`src/rtl/pico_pkg.sv`:
```
// -----------------------------------------------------------------------------
// pico_pkg
// Shared types and defaults for the picoMIPS I/O controller slice.
//   io_state_t : wait-sequencer states (run / waiting for sw8 / wait completed)
//   N_DEF      : default datapath, switch and display width
//   DEB_DEF    : default number of stable cycles before filtered sw8 changes
// -----------------------------------------------------------------------------
package pico_pkg;

   localparam int N_DEF   = 8;
   localparam int DEB_DEF = 4;

   typedef enum logic [1:0] {
      S_RUN  = 2'd0,
      S_WAIT = 2'd1,
      S_DONE = 2'd2
   } io_state_t;

endpackage

```
`src/rtl/pico_io_ctrl_if.sv`:
```
// -----------------------------------------------------------------------------
// pico_io_ctrl_if
// Decoder-side bundle of the picoMIPS I/O controller.
//   wait_req / wait_level : current instruction waits for filtered sw8 == level
//   disp_we / disp_data   : display register write
//   stall                 : hold PC and register-file write
//   done                  : one-cycle pulse after a wait completes
//   sw_value              : switch snapshot taken when the wait completed
//   display               : display register contents
// master = decoder/core side, slave = pico_io_ctrl.
// -----------------------------------------------------------------------------
interface pico_io_ctrl_if
   import pico_pkg::*;
#(
   parameter int N = N_DEF
);

   logic         wait_req;
   logic         wait_level;
   logic         disp_we;
   logic [N-1:0] disp_data;
   logic         stall;
   logic         done;
   logic [N-1:0] sw_value;
   logic [N-1:0] display;

   modport master (
      output wait_req, wait_level, disp_we, disp_data,
      input  stall, done, sw_value, display
   );

   modport slave (
      input  wait_req, wait_level, disp_we, disp_data,
      output stall, done, sw_value, display
   );

endinterface

```
`src/rtl/pico_sw_debounce.sv`:
```
// -----------------------------------------------------------------------------
// pico_sw_debounce
// Two-flop synchroniser for the asynchronous sw8 handshake switch, followed
// by an optional stability filter.
//   clk      : system clock, rising edge
//   reset    : asynchronous, active-high
//   i_sw8    : raw switch (asynchronous to clk)
//   o_sw8_f  : synchronised (and, in the board build, debounced) sw8
// Build option PICO_DEBOUNCE_EN: when defined, o_sw8_f only follows the
// synchronised switch after DEB_CYCLES consecutive differing cycles; when
// undefined it is the synchronised switch itself, so 1-cycle pulses pass.
// -----------------------------------------------------------------------------
module pico_sw_debounce
   import pico_pkg::*;
#(
   parameter int DEB_CYCLES = DEB_DEF
)(
   input  logic clk,
   input  logic reset,
   input  logic i_sw8,
   output logic o_sw8_f
);

   if (DEB_CYCLES < 2) begin : g_deb_cycles_check
      $error("pico_sw_debounce: DEB_CYCLES must be at least 2");
   end

   // r_sync[1] is the synchronised switch; r_sync[0] absorbs metastability.
   logic [1:0] r_sync;

   // NOTE: state is updated with non-blocking assignments so every flop
   // samples pre-edge values, which is what makes the two stages a pipeline.
   always_ff @(posedge clk or posedge reset) begin
      if (reset) r_sync <= '0;
      else       r_sync <= {r_sync[0], i_sw8};
   end

`ifdef PICO_DEBOUNCE_EN
   localparam int              CW       = $clog2(DEB_CYCLES);
   localparam logic [CW-1:0]   CNT_LAST = CW'(DEB_CYCLES - 1);

   logic [CW-1:0] r_cnt;
   logic          r_sw8_f;

   // Counter measures how long the synchronised input has disagreed with the
   // filtered value; it tops out at CNT_LAST, so it never wraps.
   always_ff @(posedge clk or posedge reset) begin
      if (reset) begin
         r_cnt   <= '0;
         r_sw8_f <= 1'b0;
      end else if (r_sync[1] == r_sw8_f) begin
         r_cnt <= '0;
      end else if (r_cnt == CNT_LAST) begin
         r_sw8_f <= r_sync[1];
         r_cnt   <= '0;
      end else begin
         r_cnt <= r_cnt + 1'b1;
      end
   end

   assign o_sw8_f = r_sw8_f;
`else
   assign o_sw8_f = r_sync[1];
`endif

endmodule

```
`src/rtl/pico_io_ctrl.sv`:
```
// -----------------------------------------------------------------------------
// pico_io_ctrl
// picoMIPS external I/O sequencer: stalls the PC while a wait-for-sw8
// instruction is pending, snapshots the data switches when the wait
// completes and holds the display register.
//   clk      : system clock, rising edge
//   reset    : asynchronous, active-high
//   sw8      : raw handshake switch (asynchronous to clk)
//   sw_data  : raw data switches, sampled only when a wait completes
//   bus      : pico_io_ctrl_if.slave (wait_req, wait_level, disp_we,
//              disp_data in; stall, done, sw_value, display out)
// Build option PICO_DEBOUNCE_EN selects the debounced sw8 path (see
// pico_sw_debounce).
// -----------------------------------------------------------------------------
module pico_io_ctrl
   import pico_pkg::*;
#(
   parameter int N          = N_DEF,
   parameter int DEB_CYCLES = DEB_DEF
)(
   input  logic           clk,
   input  logic           reset,
   input  logic           sw8,
   input  logic [N-1:0]   sw_data,
   pico_io_ctrl_if.slave  bus
);

   logic      w_sw8_f;
   logic      w_match;
   io_state_t r_state;
   logic      r_done;
   logic [N-1:0] r_sw_value;
   logic [N-1:0] r_display;

   pico_sw_debounce #(
      .DEB_CYCLES (DEB_CYCLES)
   ) u_sw_debounce (
      .clk     (clk),
      .reset   (reset),
      .i_sw8   (sw8),
      .o_sw8_f (w_sw8_f)
   );

   assign w_match   = (w_sw8_f == bus.wait_level);
   // Combinational so the PC is held in the very cycle the wait is decoded.
   assign bus.stall = bus.wait_req & ~w_match & ~reset;

   // Wait sequencer. A wait completes on the edge it sees wait_req with a
   // matching sw8; that edge also captures the switch bus. The cycle spent
   // in S_DONE belongs to the next instruction, which may itself be a wait.
   always_ff @(posedge clk or posedge reset) begin
      if (reset) begin
         r_state    <= S_RUN;
         r_done     <= 1'b0;
         r_sw_value <= '0;
      end else begin
         r_done <= 1'b0;
         case (r_state)
            S_RUN, S_WAIT: begin
               if (bus.wait_req && w_match) begin
                  r_state    <= S_DONE;
                  r_done     <= 1'b1;
                  r_sw_value <= sw_data;
               end else if (bus.wait_req) begin
                  r_state <= S_WAIT;
               end else begin
                  r_state <= S_RUN;
               end
            end
            S_DONE: begin
               r_state <= (bus.wait_req && !w_match) ? S_WAIT : S_RUN;
            end
            default: r_state <= S_RUN;
         endcase
      end
   end

   // Display writes are independent of the sequencer and land even while
   // the core is stalled.
   always_ff @(posedge clk or posedge reset) begin
      if (reset)            r_display <= '0;
      else if (bus.disp_we) r_display <= bus.disp_data;
   end

   assign bus.done     = r_done;
   assign bus.sw_value = r_sw_value;
   assign bus.display  = r_display;

endmodule

```
`src/flat_wrapper.sv`:
```
// flat-port wrapper written by rule: the top's interface ports become plain ports
module pico_io_ctrl_flat import pico_pkg::*;
#(
   parameter int N          = N_DEF,
   parameter int DEB_CYCLES = DEB_DEF
)
  (clk, reset, sw8, sw_data, bus_wait_req, bus_wait_level, bus_disp_we, bus_disp_data, bus_stall, bus_done, bus_sw_value, bus_display);
  pico_io_ctrl_if #(.N(N)) bus_i ();
  input  logic clk;
  input  logic reset;
  input  logic sw8;
  input  logic [N-1:0] sw_data;
  input wire logic [$bits(bus_i.wait_req)-1:0] bus_wait_req;
  input wire logic [$bits(bus_i.wait_level)-1:0] bus_wait_level;
  input wire logic [$bits(bus_i.disp_we)-1:0] bus_disp_we;
  input wire logic [$bits(bus_i.disp_data)-1:0] bus_disp_data;
  output wire logic [$bits(bus_i.stall)-1:0] bus_stall;
  output wire logic [$bits(bus_i.done)-1:0] bus_done;
  output wire logic [$bits(bus_i.sw_value)-1:0] bus_sw_value;
  output wire logic [$bits(bus_i.display)-1:0] bus_display;
  assign bus_i.wait_req = bus_wait_req;
  assign bus_i.wait_level = bus_wait_level;
  assign bus_i.disp_we = bus_disp_we;
  assign bus_i.disp_data = bus_disp_data;
  assign bus_stall = bus_i.stall;
  assign bus_done = bus_i.done;
  assign bus_sw_value = bus_i.sw_value;
  assign bus_display = bus_i.display;
  pico_io_ctrl #(.N(N), .DEB_CYCLES(DEB_CYCLES)) u_core (.clk(clk), .reset(reset), .sw8(sw8), .sw_data(sw_data), .bus(bus_i));
endmodule
```
`config.mk`:
```
export PLATFORM = sky130hd
export DESIGN_NAME = pico_io_ctrl_flat
export DESIGN_NICKNAME = d
export VERILOG_FILES = /design/src/rtl/pico_pkg.sv /design/src/rtl/pico_io_ctrl_if.sv /design/src/rtl/pico_sw_debounce.sv /design/src/rtl/pico_io_ctrl.sv /design/src/flat_wrapper.sv
export SDC_FILE = /design/constraint.sdc
export NUM_CORES = 1
export LEC_CHECK = 0
export ABC_AREA = 1
export CORE_ASPECT_RATIO = 1.2
export CORE_MARGIN = 4
export CORE_UTILIZATION = 40
export CTS_CLUSTER_DIAMETER = 60
export CTS_CLUSTER_SIZE = 30
export DETAILED_ROUTE_END_ITERATION = 12
export PLACE_DENSITY = 0.81
export SLEW_MARGIN = 40
export SYNTH_ARGS = -nofsm -noshare
export SYNTH_HDL_FRONTEND = slang
export SYNTH_SLANG_ARGS = --single-unit
```
`constraint.sdc`:
```
create_clock -name clk -period 1.9 [get_ports clk]
set_input_delay 0.475 -clock clk [delete_from_list [all_inputs] [get_ports clk]]
set_output_delay 0.475 -clock clk [all_outputs]
set_load 0.005 [all_outputs]
```
Word level (Yosys, flattened, before mapping)

Index checks and enable logic that the tools add are counted.

Register bits after elaboration: 21
Input port bits: 22

Equality and inequality tests: 3
Mux-type cells: 6
Bitwise gates (word level): 4
Reductions and logical operators: 6

Operator list:

| operator                                             | number |
|---|---|
| 2-to-1 mux 1 bit                                     | 4 |
| case mux 2 bit (2 select lines)                      | 1 |
| AND 1 bit                                            | 2 |
| equality test 2 x 1 -> 1 bit (second input constant) | 1 |
| equality test 2 bit (second input constant)          | 1 |
| logical AND 1 bit                                    | 2 |
| zero test 2 bit                                      | 1 |
| 2-to-1 mux 2 bit                                     | 1 |
| inverter 1 bit                                       | 2 |
| AND reduction 2 bit                                  | 1 |
| OR reduction 2 bit                                   | 1 |
| equality test 1 bit                                  | 1 |
| zero test 1 bit                                      | 1 |

Logic depth before layout (Yosys ltp)

Gate-level depths: netlist of run 1.

Depth after elaboration: 5
Gate-level depth with buffers: 5
Gate-level depth less buffers: 5

Modules after synthesis

Synthesis of run 1 repeated with hierarchy kept, for this count alone.

Cell total of the unflattened synthesis: 69
Area, all modules: 787.0 µm²

By module, submodules not included:

| module           | times used | cells an instance | area an instance (µm²) |
|---|---|---|---|
| pico_io_ctrl     | 1          | 66                | 733.2 |
| pico_sw_debounce | 1          | 3                 | 53.8 |

Worst setup path before layout of run 1

No wires, ideal clock.

Kind: input to output
Start point: input bus_wait_level
End point: output bus_stall
Data arrival time: 0.746 ns
Required time: 1.425 ns
Slack: 0.679 ns
Cell stages on the path: 4
Path buffers: 0
Cells stage by stage: inv_1 > nand2_1 > nand3_1 > nor2_1

Cells in the longest elaborated chain, start to end: 4

RTL lines:

| what                   | RTL line           | source |
|---|---|---|
| start: declaration     | flat_wrapper.sv:14 | `input wire logic [$bits(bus_i.wait_level)-1:0] bus_wait_level;` |
| equality test 1 bit    | pico_io_ctrl.sv:44 | `assign w_match = (w_sw8_f == bus.wait_level);` |
| inverter 1 bit         | pico_io_ctrl.sv:46 | `assign bus.stall = bus.wait_req & ~w_match & ~reset;` |
| AND 1 bit (2 in a row) | pico_io_ctrl.sv:46 |  |
| end: declaration       | flat_wrapper.sv:17 | `output wire logic [$bits(bus_i.stall)-1:0] bus_stall;` |

No other way between the ends.

Final worst setup path of run 1

Start point: input bus_wait_req
End point: output bus_stall

Cells in the longest elaborated chain, start to end: 2

RTL lines:

| what                   | RTL line           | source |
|---|---|---|
| start: declaration     | flat_wrapper.sv:13 | `input wire logic [$bits(bus_i.wait_req)-1:0] bus_wait_req;` |
| AND 1 bit (2 in a row) | pico_io_ctrl.sv:46 |  |

No other way between the ends.

==> out/qor.yml, run 1 <==
worst_setup_path:
  crit_fanout: 2
  startpoint_type: "input port"
  r2r_cells: 4
  crit_type: "input port to primary output"
  end_kind: "primary output"
  worstPathRequired_ns: 1.42
  rr_startpoint: "u_core.bus.done"
  regToRegSetupSlack_ns: 0.85
  reg2reg_to: "u_core.bus.sw_value[2]"
  arrival_ns: 1.34
drt:
  wirelength_um: 1700
  drtAntennaViolNets: 0
  drc: 0
  first_pass_iters: 4
  via_per_inst: 4.83
  drt-initial-drc-count: 7
  wl_per_cell_um: 13.2
  vias: 623
yosys:
  synth_top_family_by_area: "simple AND/OR/NAND/NOR gates"
  synthCells: 66
  synth_area_per_cell_um2: 11.5
  post_synth_and_or_nand_nor_area_fraction: 0.221
  synth_compound_area_frac: 0
  ys_types: 11
  synth_adder_area_share: 0
  muxShareOfSynthArea: 0.119
  synth_nets: 88
  synth_area_um2: 757
  yosysWarnings: 0
  yosysSeqAreaShare: 0.628
  synth-xor-area-share: 0
  ys_ff_latch: 19
worst_hold_path:
  worst_hold_path.num_cells: 0
  min_path_type: "flip-flop to flip-flop"
  whs_endpoint: "u_core.u_sw_debounce.r_sync[1]"
  holdCritStartpoint: "u_core.u_sw_debounce.r_sync[0]"
sta:
  finalHoldViolCount: 0
  post-route-period-util: 0.955
  skew_ns: 0.00556
  relSlewSlack: 0.772
  fmax_mhz: 551
  rsz0062_at_grt: "no"
  fin_crit_ns: 1.82
  setup_viol: 0
  tightest_slew_ns: 0.341
  fin_setup_tns_ns: 0
  slew_violations: 0
power:
  p_leak_nw: 0.575
  powerDensity_nw_per_um2: 746
  ir_worst_vdd_v: 0.000485
cts:
  ctsHoldBuffers: 0
  cts_resized: 2
  clkTransAtPathRegs_ns: 0.10
  clk_latency_ns: 0.28
  cts_buffers: 3
  cts_sinks: 19
  cts-root-buf: "clkbuf_4"
  htree_levels: 1
  postCtsSetupBuffers: 0
  cts_buffer_depth: 2
  cts_tree: "done"
placement:
  dpl.hpwl_um: 1340
  dp.cells: 125
  gp_congestion: 0.711
  port_buffers: 39
cells_and_area:
  areaGrowthSynthToFinish_pct: 60.2
  n_antenna_cell: 0
  layout-drive-gt1-share: 0.108
  fin_nets: 134
  multiInputGateArea_um2: 258
  fillers: 136
  regArea_um2: 475
  instances_no_fill: 129
run:
  cap_violations: 0
floorplanning:
  std_cell_rows: 16
  io_pins: 40
  core_area_um2: 1720
  die_y_um: 55.7
  initial_utilization: 0.440
  die_w_um: 47.7
  dieArea_um2: 2660
global_routing:
  antenna_found_initial: 0
  grt_start_max_net_pins: 20
  grt_remaining_overflow: 0
  grt_pass1_vias: 677
  grt_pass1_wl_um: 2860
  grt_usage: 0.149
run_status:
  outcome: "complete, no violations"
flip-flops by register name, summed over array words and instances (netlist names):
name	count
u_core.bus.display	8
u_core.bus.done	1
u_core.bus.sw_value	8
u_core.u_sw_debounce.r_sync	2
layout make-up:
cell class / count / area share
sequential: 19 / 0.392
multi-input combinational: 41 / 0.213
timing repair buffer: 42 / 0.338
inverter: 5 / 0.0155
clock inverter: 1 / 0.00413
tap: 18 / 0.0186
clock buffer: 3 / 0.0186
through the flow:
stage	util	hold slack (ns)	worst slack [ns]	total power, mW	area [µm²]
final	0.704	0.373	0.0850	0.904	1210
after global routing	0.704	0.376	0.0518	0.976	1210
after CTS	0.704	0.375	0.0776	0.924	1210
after detailed placement	0.690	0.361	-0.356	0.727	1190
after global placement	0.690	0.332	-0.330	0.718	1190
after floorplan	-	0.331	0.679	0.560	757
where the power goes:
part | internal, mW | switching, mW | total [mW] | leakage (nW)
clock network | 0.0781 | 0.113 | 0.191 | 0.0177
logic | 0.150 | 0.0826 | 0.233 | 0.326
registers | 0.454 | 0.0268 | 0.480 | 0.231
total | 0.682 | 0.223 | 0.904 | 0.575
cells by family after synthesis:
| kind of cell | after synthesis |
|---|---|
| simple gates | 33 |
| flops | 19 |
| mux | 8 |
| buf+inv | 6 |
worst max-delay path: stages:
cell,delay (ns)
clkdlybuf4s50_1,0.48
nand3_1,0.08
nor2_1,0.08
dlygate4sd2_1,0.23
cells in the mapped netlist:
master	count	area [µm²]
dfrtp_1	19	475
nand3_4	1	17.5
inv_1	3	11.3
nor2_8	1	20.0
nand2_2	1	6.26
mux2_1	8	90.1
nand2_1	20	75.1
nor2_1	1	3.75
inv_2	2	7.51
nand3_1	9	45.0
buf_2	1	5.00
metal layers:
layer | GRT usage | routed length, µm
met5 | 0 | 0
met4 | 0.0692 | 20
met3 | 0.0680 | 260
met2 | 0.227 | 772
met1 | 0.171 | 650
how the worst max path moves through the flow:
| stage | slack, ns | startpoint | endpoint |
|---|---|---|---|
| floorplan | 0.68 | bus_wait_level | bus_stall |
| global placement | -0.33 | bus_wait_level | bus_stall |
| detailed placement | -0.36 | bus_wait_level | bus_stall |
| CTS | 0.08 | bus_wait_req | bus_stall |
| global route | 0.05 | bus_wait_req | bus_stall |
| finish | 0.08 | bus_wait_req | bus_stall |
placed cells by master, fill, tap and decap left out, drive strengths merged:
cell type,synthesis,layout
mux2,8,8
nor2,2,2
buf,1,3
clkbuf,0,3
inv,5,5
dlygate4sd2,0,2
nand3,10,10
nand2,21,21
clkdlybuf4s50,0,37
clkinv,0,1
dfrtp,19,19
No activity file was read; power rests on OpenSTA's default activity.
==> run 2, diff against run 1 <==
--- a/config.mk
+++ b/config.mk
@@ -6,6 +6,7 @@
 export NUM_CORES = 1
 export LEC_CHECK = 0
 export ABC_AREA = 1
+export ABC_CLOCK_PERIOD_IN_PS = 1900
 export CORE_ASPECT_RATIO = 1.2
 export CORE_MARGIN = 4
 export CORE_UTILIZATION = 40
==> results of run 2 <==
The final DEF is identical to that of run 1; final timing and power are the same.
